<file path="config.mk">
export PLATFORM = sky130hd
export DESIGN_NAME = fifo_wr_arbiter
export DESIGN_NICKNAME = d
export VERILOG_FILES = /design/src/rtl/fifo_wr_arbiter.sv
export SDC_FILE = /design/constraint.sdc
export NUM_CORES = 1
export LEC_CHECK = 0
export CAP_MARGIN = 20
export CORE_AREA = 2 2 58 60
export DETAILED_ROUTE_END_ITERATION = 8
export DIE_AREA = 0 0 60 62
export GPL_TIMING_DRIVEN = 0
export PLACE_DENSITY = 0.71
export SYNTH_ARGS = -nofsm -noshare
export SYNTH_HDL_FRONTEND = slang
export SYNTH_SLANG_ARGS = --single-unit
</file>
<file path="constraint.sdc">
create_clock -name clk -period 3.1 [get_ports clk]
set_input_delay 0.62 -clock clk [delete_from_list [all_inputs] [get_ports clk]]
set_output_delay 0.62 -clock clk [all_outputs]
set_load 0.02 [all_outputs]
</file>
<file path="src/rtl/fifo_wr_arbiter.sv">
// Round-robin, burst-locked arbiter sharing one FIFO write port among NUM_REQ
// valid/ready requesters; each written word carries its source index.
module fifo_wr_arbiter #(
    parameter int  NUM_REQ    = 4,
    parameter int  DATA_WIDTH = 4,
    parameter int  MAX_BURST  = 4,
    localparam int SRC_W      = (NUM_REQ > 2) ? $clog2(NUM_REQ) : 1,
    localparam int CNT_W      = $clog2(MAX_BURST + 1)
) (
    input  logic                          clk,
    input  logic                          rst_n,
    input  logic [NUM_REQ-1:0]            req_valid,
    input  logic [NUM_REQ*DATA_WIDTH-1:0] req_data,
    output logic [NUM_REQ-1:0]            req_ready,
    input  logic                          fifo_full,
    output logic                          fifo_write_en,
    output logic [DATA_WIDTH-1:0]         fifo_write_data,
    output logic [SRC_W-1:0]              fifo_write_src,
    output logic                          burst_active
);

    typedef enum logic {IDLE, BURST} state_t;

    state_t             fsm, fsm_next;
    logic [SRC_W-1:0]   owner, owner_next;
    logic [SRC_W-1:0]   last_grant, last_grant_next;
    logic [CNT_W-1:0]   beat_cnt, beat_cnt_next;

    logic [SRC_W-1:0]   cand;
    logic               cand_found;
    logic               xfer;
    logic               beat_last;

    // IDLE scans round-robin from the slot after the last grant; BURST locks to the owner.
    always_comb begin
        int idx;
        cand       = '0;
        cand_found = 1'b0;
        idx        = 0;
        if (fsm == BURST) begin
            cand       = owner;
            cand_found = 1'b1;
        end else begin
            for (int i = 0; i < NUM_REQ; i++) begin
                idx = (int'(last_grant) + 1 + i) % NUM_REQ;
                if (!cand_found && req_valid[idx]) begin
                    cand       = SRC_W'(idx);
                    cand_found = 1'b1;
                end
            end
        end
    end

    assign xfer      = rst_n && cand_found && req_valid[cand] && !fifo_full;
    assign beat_last = (int'(beat_cnt) + 1) == MAX_BURST;

    always_comb begin
        req_ready       = '0;
        fifo_write_en   = 1'b0;
        fifo_write_data = '0;
        fifo_write_src  = '0;
        if (xfer) begin
            req_ready[cand] = 1'b1;
            fifo_write_en   = 1'b1;
            fifo_write_data = req_data[cand*DATA_WIDTH +: DATA_WIDTH];
            fifo_write_src  = cand;
        end
    end

    assign burst_active = rst_n && (fsm == BURST);

    always_comb begin
        fsm_next        = fsm;
        owner_next      = owner;
        last_grant_next = last_grant;
        beat_cnt_next   = beat_cnt;
        case (fsm)
            IDLE: begin
                if (xfer) begin
                    if (MAX_BURST == 1) begin
                        last_grant_next = cand;
                    end else begin
                        fsm_next      = BURST;
                        owner_next    = cand;
                        beat_cnt_next = CNT_W'(1);
                    end
                end
            end
            BURST: begin
                // A dropped owner releases the port at the cost of a one-cycle bubble.
                if (!req_valid[owner]) begin
                    fsm_next        = IDLE;
                    last_grant_next = owner;
                    beat_cnt_next   = '0;
                end else if (xfer) begin
                    if (beat_last) begin
                        fsm_next        = IDLE;
                        last_grant_next = owner;
                        beat_cnt_next   = '0;
                    end else begin
                        beat_cnt_next = beat_cnt + CNT_W'(1);
                    end
                end
            end
            default: fsm_next = IDLE;
        endcase
    end

    always_ff @(posedge clk) begin
        if (!rst_n) begin
            fsm        <= IDLE;
            owner      <= '0;
            last_grant <= SRC_W'(NUM_REQ - 1);
            beat_cnt   <= '0;
        end else begin
            fsm        <= fsm_next;
            owner      <= owner_next;
            last_grant <= last_grant_next;
            beat_cnt   <= beat_cnt_next;
        end
    end

endmodule

</file>
* Word level (Yosys, flattened, before mapping)
Cells that the tools add are included.
** Cells by class
- Add/subtract/negate cells :: 6
- Magnitude comparators :: 7
- Equality and inequality tests :: 5
- Shifts and indexed selects :: 1
- Muxes and demuxes :: 47
- Bitwise operators :: 5
- Reduce and logical (&&, ||, !) cells :: 19
** Operators with widths (count)
- 1-bit 2-to-1 mux :: 23
- 2-bit 2-to-1 mux :: 9
- 3-bit by 4-bit < comparator with 1-bit output, second input constant :: 4
- 16-bit by 5-bit indexed part select with 4-bit output :: 1
- 1-bit binary-select mux with 2-bit select :: 6
- 3-bit 2-to-1 mux :: 4
- 1-bit logical AND :: 8
- 4-bit 2-to-1 mux :: 2
- 2-bit OR reduction :: 4
- 2-bit by 3-bit < comparator with 1-bit output, second input constant :: 2
- 2-bit != test, second input constant :: 3
- 3-bit case mux with 2 select lines :: 1
- 2-bit by 1-bit adder with 2-bit output, second input constant :: 2
- 2-bit adder, second input constant :: 2
- 3-bit by 1-bit adder with 4-bit output, second input constant :: 1
- 1-bit bitwise AND, first input constant :: 4
- 4-bit by 3-bit equality test with 1-bit output, second input constant :: 1
- 1-bit zero test :: 4
- 2-bit AND reduction :: 2
- 3-bit by 1-bit adder with 3-bit output, second input constant :: 1
- 3-bit != test, second input constant :: 1
- 3-bit AND reduction :: 1
- 1-bit demux with 2-bit select :: 1
- 2-bit by 1-bit >= comparator with 1-bit output, second input constant :: 1
- other kinds (2) :: 2
** Storage, ports and cells
- Register bits after elaboration :: 8
- Input bits :: 23
- Output and inout port bits :: 12
- Logic and storage cells :: 94

* Longest topological paths before layout
Gate-level depths: netlist of run 1.
- Word-level depth :: 27
- Gate-level depth with buffers :: 8

* Worst setup path before layout of run 1
OpenSTA, ideal clock, no wires.
- Path type :: in2out
- Start point :: input port req_valid[1]
- End point :: output port fifo_write_data[0]
- Data arrival time :: 2.343 ns
- Path slack :: 0.137 ns
- Stages on the path :: 7
- Buffers on the path :: 1
- Path through :: buf_6 -> mux2_2 -> a211oi_2 -> o21ai_2 -> nand2_2 -> mux4_1 -> and2_1
** On the way
- Longest elaborated chain between the ends :: 22
- Elaborated cells between the ends (all ways) :: 38
- Classes of those cells :: shift (1); mux (28); reduce/logical (9)
** RTL lines
- from (decl) :: RTL line 12 : input logic [NUM_REQ-1:0] req_valid,
- parallel branches: the longest is 21 deep, another holds 1-bit binary-select mux with 2-bit select
- 4-bit 2-to-1 mux (*) :: RTL line 62 : if (xfer) begin
- to (decl) :: RTL line 17 : output logic [DATA_WIDTH-1:0] fifo_write_data,
Every way passes the cells marked *. The select of a mux whose other input is x is not followed.

* Worst setup path in the final report of run 1
- Start point :: input port rst_n
- End point :: output port req_ready[2]
** On the way
- Longest elaborated chain between the ends :: 4
** RTL lines
- from (decl) :: RTL line 11 : input logic rst_n,
- 1-bit logical AND (3 in series) :: RTL line 54 : assign xfer = rst_n && cand_found && req_valid[cand] && !fifo_full;
- 4-bit 2-to-1 mux :: RTL line 62
- to (decl) :: RTL line 14 : output logic [NUM_REQ-1:0] req_ready,
Every way passes these cells.

==> metrics.md, run 1 <==
| Metric | Value |
|---|---|
| Max-cap violations | `0` |
| Root Driver | `clkbuf_4` |
| Dominant cells by area after synthesis | `dfxtp_1 (15%), mux4_1 (9.9%), nor2b_1 (4.1%), and2_1 (3.6%), buf_6 (3.2%)` |
| Worst-margin pin slew | `0.507 ns` |
| Status | `finished, final reports clean` |
| CTS Sinks | `8` |
| IO buf count | `32` |
| Critical path type | `in2out` |
| Fin cells | `207` |
| Power Density | `305 mW/mm^2` |
| CP startpoint kind | `input pin` |
| EDFF count, synth | `0` |
| Netlist Area Pre-Place | `0.00106 mm^2` |
| Wirelength per Cell | `14.4 um` |
| Grt total ovfl | `0` |
| Max Slew Vio Count | `0` |
| Total CTS buffers | `3` |
| Worst-Skew Late Latency | `0.25 ns` |
| Final-report hold violation count | `0` |
| Syn nets | `140` |
| Wl on met1 | `1180 um` |
| R2R Path Start | `fsm$_SDFF_PN0_` |
| Critical path data required time | `2.48 ns` |
| Antenna fix cells | `0` |
| Leak | `0.655 nW` |
| Distinct cells, synth | `53` |
| Mapped Cells | `115` |
| # H-tree levels | `1` |
| Cts hold-fix bufs | `0` |
| Final Cycle Share | `0.968` |
| Clock Skew | `0.000755 ns` |
| Hold_sp | `beat_cnt[2]$_SDFFE_PN0P_` |
| Layout cells sized above 1 | `0.360` |
| Seq/Total Area, Yosys | `0.151` |
| Minimum clock period after layout | `3.00 ns` |
| Clock buffer depth | `2` |
| Setup TNS | `0 ns` |
| Fillers | `313` |
| Yosys top cell area share | `0.151` |
| Post-layout power | `0.000467 W` |
| Initial antenna violation count | `0` |
| DP Cell Count | `193` |
| Multi-input logic area | `830 um^2` |
| Core footprint | `0.00318 mm^2` |
| RSZ-0062 raised after global routing | `no` |
| Met2 routed WL | `1570 um` |
| Drt first pass iters | `4` |
| Die area | `0.00372 mm^2` |
| Setup WS post-layout | `0.0990 ns` |
| DRT antenna net count | `0` |
| Final setup vio count | `0` |
| F_max | `333 MHz` |
| Dpl ws | `-0.878 ns` |
| # DRC | `0` |
| Ys Warns | `0` |
| Cell row count | `21` |
| Total wire length | `2980 um` |
| Async S/R FF share, synth | `0` |
| Aggregate global-route resource usage | `0.160` |
| Vias | `1104` |
| Clk slew on worst S/H paths | `0.05 ns` |
| Initial core utilization | `0.333` |
| Die H | `62 um` |
| Avg Inst Size Synth | `9.19 um^2` |
| Top_reg_cell synth | `dfxtp_1` |
| CP Max Fanout | `5` |
| Vias per std cell | `5.33` |
| Max transition margin | `0.659` |
| Initial DRC count | `50` |
| Top-level port count | `35` |
| Nets@finish | `188` |
| Vias in the first global route | `1025` |
| Hold Crit Class | `reg2reg` |
| VDD IR max | `0.158 mV` |
| First-pass GRT wire length | `4500 um` |
| DP Wirelength | `2250 um` |
| Area Growth Syn to Fin | `45.0%` |
| Chip width | `60 um` |
| Final Wtd Congestion | `0.807` |
| Largest net degree at the start of global routing | `11` |
| CTS tree | `yes` |
| Synth area leader | `dfxtp_1` |
| Highest routed layer | `met4` |
| CP Data Arrival Time | `2.38 ns` |
| Register Area | `160 um^2` |
| Worst hold slack | `0.491 ns` |
| CP startpoint | `rst_n` |
| Flops & latches, synth | `8` |
| Met3 wire len | `229 um` |
| Worst setup EP type | `output pin` |
[registers in the layout, summed over array words and instances, names as in the netlist]
register / flops
beat_cnt: 3
owner: 2
fsm: 1
last_grant: 2
[synthesized netlist by cell type (all sizes together) (3+ instances only)]
master	count
dfxtp	8
nand2	8
nor2	7
nor2b	7
and2	6
buf	6
inv	6
mux4	5
o21ai	5
a211oi	4
a21oi	4
mux2i	4
mux2	3
nand2b	3
nand3	3
o221a	3
[metal layers]
layer	vias to the layer above	global-route usage
met5	-	0
met4	0	0.0254
met3	2	0.0518
met2	45	0.292
met1	532	0.187
li1	525	-
[path summary, 6_finish.rpt]
kind	to	cells past startpoint	slack, ns
min	beat_cnt[2]$_SDFFE_PN0P_	2	0.49
max reg2reg	last_grant[1]$_SDFFE_PN1P_	7	0.73
max	req_ready[2]	6	0.1
min reg2reg	beat_cnt[2]$_SDFFE_PN0P_	2	0.49
[layout by cell type (no fill, tap or decap), types with 2 or more instances in the layout]
master / instances
buf_4: 16
mux2i_1: 3
o221a_1: 3
clkdlybuf4s50_1: 19
or2_1: 2
nor3_1: 2
and2_4: 3
buf_2: 2
dlygate4sd2_1: 2
clkdlybuf4s15_2: 2
nor2_1: 7
buf_6: 5
and2_1: 3
a21oi_1: 4
clkbuf_2: 4
inv_1: 5
nand3b_1: 2
mux4_2: 4
nand2b_1: 2
nand2_1: 7
ha_1: 2
nor2b_1: 7
o21ai_0: 2
o2bb2ai_1: 2
o21ai_2: 2
a21o_1: 2
dfxtp_1: 8
a211oi_1: 2
clkbuf_4: 3
nand3_1: 3
or2b_2: 2
[power breakdown]
part	internal, W	switching (W)	leakage [nW]
clock	0.0000443	0.0000353	0.0138
combinational	0.000144	0.000121	0.576
sequential	0.000111	0.0000121	0.0653
[final cells by class]
class,count,share of cell area
Multi-Input combinational cell,93,0.541
Sequential cell,8,0.104
Buffer,7,0.0424
Tap cell,46,0.0376
Inverter,7,0.0171
Timing Repair Buffer,43,0.242
Clock buffer,3,0.0147
[timing repair]
| item | in CTS | in global routing |
|---|---|---|
| endpoints found under the setup margin | 11 | 11 |
| resized for setup | 48 | 10 |
| hold endpoints to repair | 0 | 0 |
| setup buffers | 7 | 4 |
| pin swaps | 6 | 1 |
[kinds of logic after synthesis]
| group | synth area share |
|---|---|
| and+or+nand+nor | 0.263 |
| adders and majority gates | 0.0237 |
| DFF | 0.151 |
| muxes | 0.194 |
| buffers and inverters | 0.0805 |
| AOI/OAI and AO/OA | 0.288 |
[critical path: stages]
cell	delay, ns
clkdlybuf4s50_1	0.49
or2b_2	0.33
a41o_1	0.27
or2_1	0.27
a21oi_1	0.12
clkdlybuf4s15_2	0.27
[through the flow]
step / instance area (um^2) / utilization
finish: 1530 / 0.482
global route: 1530 / 0.482
CTS: 1500 / 0.472
detailed placement: 1440 / 0.451
global placement: 1440 / 0.451
floorplan: 1060 / -
No activity file was read; power rests on OpenSTA's default activity.
==> inputs of run 2 (changes only) <==
clock period = 2.8 ns   (was 3.1 ns; I/O delays follow)
==> run 2 against run 1 <==
  * The run now ends with setup timing left
  * Critical path depth rose by 3
  * Via count rose by 3.0%
  * Combinational power rose by 22%
  * Critical endpoint is now fifo_write_data[3]
  * Wire length rose by 4.4%
  * Highest routed layer unchanged
  * Flip-flop and latch count did not move
  * Largest power group unchanged
  * Critical path type is now reg2out
  * Utilization rose by 3.7 points
  * Register-to-register slack got worse by 0.23 ns
  * Clock power rose by 17%
==> metrics.md, run 2 (synthesis gave the netlist of run 1 again) <==
| Metric | Value |
|---|---|
| Chip width | `60 um (unchanged)` |
| Area Growth Syn to Fin | `56.2%` |
| Commonest non-fill, non-tap cells in the layout | `buf_4 (20), clkdlybuf4s50_1 (19), buf_6 (12)` |
| Slowest stage delay, CP | `0.37 ns (-0.12 ns)` |
| F_max | `346 MHz` |
| Initial antenna violation count | `0 (unchanged)` |
| Layout cells sized above 1 | `0.449 (+0.0889)` |
| Worst-Skew Late Latency | `0.26 ns (about the same)` |
| DP Wirelength | `2120 um (-5.8%)` |
| Aggregate global-route resource usage | `0.185 (+0.0246)` |
| CTS Sinks | `8 (unchanged)` |
| Largest net degree at the start of global routing | `11 (unchanged)` |
| Status | `finished with violations` |
| Worst setup EP type | `output pin` |
| Cell row count | `21 (unchanged)` |
| Minimum clock period after layout | `2.89 ns` |
| CP Data Arrival Time | `2.33 ns (-0.05 ns)` |
| # DRC | `0 (unchanged)` |
| R2R Path Start | `last_grant[1]$_SDFFE_PN1P_` |
| Most common cell after layout, fill and taps aside | `buf_4` |
| WHS Path Cells | `2 (unchanged)` |
| Max-cap violations | `0 (unchanged)` |
| Clock buffer depth | `2 (unchanged)` |
| Critical-path cell list | `mux2_4 > a211oi_4 > buf_4 > nor2_2 > o21ai_2 > a21o_1 > inv_2 > and2_4 > buf_6` |
| CP startpoint | `last_grant[1]$_SDFFE_PN1P_` |
| Max transition margin | `0.671 (+0.0125)` |
| First-pass GRT wire length | `5200 um (+15%)` |
| Failing checks | `setup timing` |
| Final Cycle Share | `1.03` |
| Buf/Inv on CP | `3 (+1)` |
| Drt first pass iters | `4 (unchanged)` |
| Dpl ws | `-1.09 ns (-0.215 ns)` |
| Die H | `62 um (unchanged)` |
| Total wire length | `3120 um (+4.4%)` |
| Total CTS buffers | `3 (unchanged)` |
| CP startpoint kind | `register` |
| Wirelength per Cell | `14.6 um (+1.4%)` |
| IO buf count | `32 (unchanged)` |
| Vias | `1137 (+3.0%)` |
| Antenna fix cells | `0 (unchanged)` |
| CTS tree | `yes` |
| Worst hold slack | `0.495 ns (+0.00408 ns)` |
| Max reg flops | `3 (unchanged)` |
| Vias per std cell | `5.34 (about the same)` |
| Top delay family on crit path | `compound AO/OA/AOI/OAI gates` |
| Die area | `0.00372 mm^2 (unchanged)` |
| Hold Crit Class | `reg2reg` |
| Core footprint | `0.00318 mm^2 (unchanged)` |
| Vias in the first global route | `1124 (+9.7%)` |
| Nets@finish | `194 (+3.2%)` |
| Hold_sp | `beat_cnt[2]$_SDFFE_PN0P_` |
| Leak | `0.702 nW (+7.2%)` |
| DRT antenna net count | `0 (unchanged)` |
| Initial DRC count | `29 (-42%)` |
| Slowest-stage cell, CP | `dfxtp_4` |
| CP Max Fanout | `6 (+1)` |
| RSZ-0062 raised after global routing | `yes` |
| Power Density | `334 mW/mm^2 (+9.5%)` |
| Max Slew Vio Count | `0 (unchanged)` |
| Critical path data required time | `2.24 ns (-0.24 ns)` |
| Final-report hold violation count | `0 (unchanged)` |
| Reg with most FFs | `beat_cnt` |
| Largest regs | `beat_cnt: 3 flops, last_grant: 2 flops, owner: 2 flops` |
| Final setup vio count | `6 (+6)` |
| Crit path depth | `9 (+3)` |
| Clk slew on worst S/H paths | `0.06 ns (about the same)` |
| Worst-margin pin slew | `0.489 ns (-0.0186 ns)` |
| Setup WS post-layout | `-0.0915 ns (-0.191 ns)` |
| Critical path type | `reg2out` |
| VDD IR max | `0.148 mV (-6.2%)` |
| Top-level port count | `35 (unchanged)` |
| Clock Skew | `0.00217 ns (+0.00142 ns)` |
| Initial core utilization | `0.333 (unchanged)` |
| Grt total ovfl | `0 (unchanged)` |
| R2R depth | `9 (+2)` |
| # H-tree levels | `1 (unchanged)` |
| Final Wtd Congestion | `0.833 (+3.2%)` |
| Root Driver | `clkbuf_4` |
-- run 2: worst paths after layout --
| path | end | slack [ns] |
|---|---|---|
| setup / recovery | fifo_write_data[3] | -0.09 |
| hold / removal | beat_cnt[2]$_SDFFE_PN0P_ | 0.49 |
| setup reg to reg | owner[0]$_SDFFE_PN0P_ | 0.50 |
| hold reg to reg | beat_cnt[2]$_SDFFE_PN0P_ | 0.49 |
-- run 2: through the flow --
step            util  total power, W  TNS [ns]  cells  area (um^2)
2_1_floorplan      -        0.000306         0    115         1060
3_3_place_gp   0.454        0.000382     -9.97    193         1440
3_5_place_dp   0.454        0.000387    -10.28    193         1440
4_1_cts        0.496        0.000520    -0.120    208         1580
5_1_grt        0.519        0.000578     -1.04    213         1650
6_report       0.519        0.000551    -0.439    213         1650
-- run 2: worst reg2reg max path: stages (launching register included) --
cell and delay (ns):
dfxtp_4 0.37, mux2_4 0.33, a211oi_4 0.32, buf_4 0.18
o21ai_2 0.06, a21o_1 0.20, a21o_1 0.21, buf_4 0.15
buf_4 0.12, o221a_1 0.25
-- run 2: repair_timing --
| action | CTS | global route |
|---|---|---|
| hold endpoints to repair | 0 | 0 |
| setup endpoints to repair | 11 | 11 |
| setup buffers | 12 | 5 |
| hold buffers | 0 | 0 |
| pin swaps | 8 | 5 |
| resized for setup | 76 | 19 |
-- run 2: area by class of cell --
| class | instances | area (um^2) |
|---|---|---|
| multi-input combinational | 93 | 863 |
| clock buffer | 3 | 22.5 |
| timing repair buffer | 49 | 438 |
| inverter | 7 | 27.5 |
| tap | 46 | 57.6 |
| fill | 302 | 1530 |
| sequential | 8 | 165 |
| buffer | 7 | 77.6 |
-- run 2: power by group --
group / switching, W / internal (W)
combinational: 0.000146 / 0.000176
clock: 0.0000440 / 0.0000494
sequential: 0.0000135 / 0.000123
total: 0.000203 / 0.000348
-- run 2: per-layer routing --
layer | up-vias | GRT usage | share of wire
met2 | 49 | 0.335 | 0.51
met5 | - | 0 | 0
met3 | 5 | 0.0393 | 0.058
li1 | 539 | - | -
met4 | 0 | 0.0571 | 0.012
met1 | 544 | 0.218 | 0.42
==> inputs of run 3 (changes only) <==
SLEW_MARGIN = 25   (was not set)
==> results of run 3 <==
The final DEF is identical to that of run 2; final timing and power are the same.
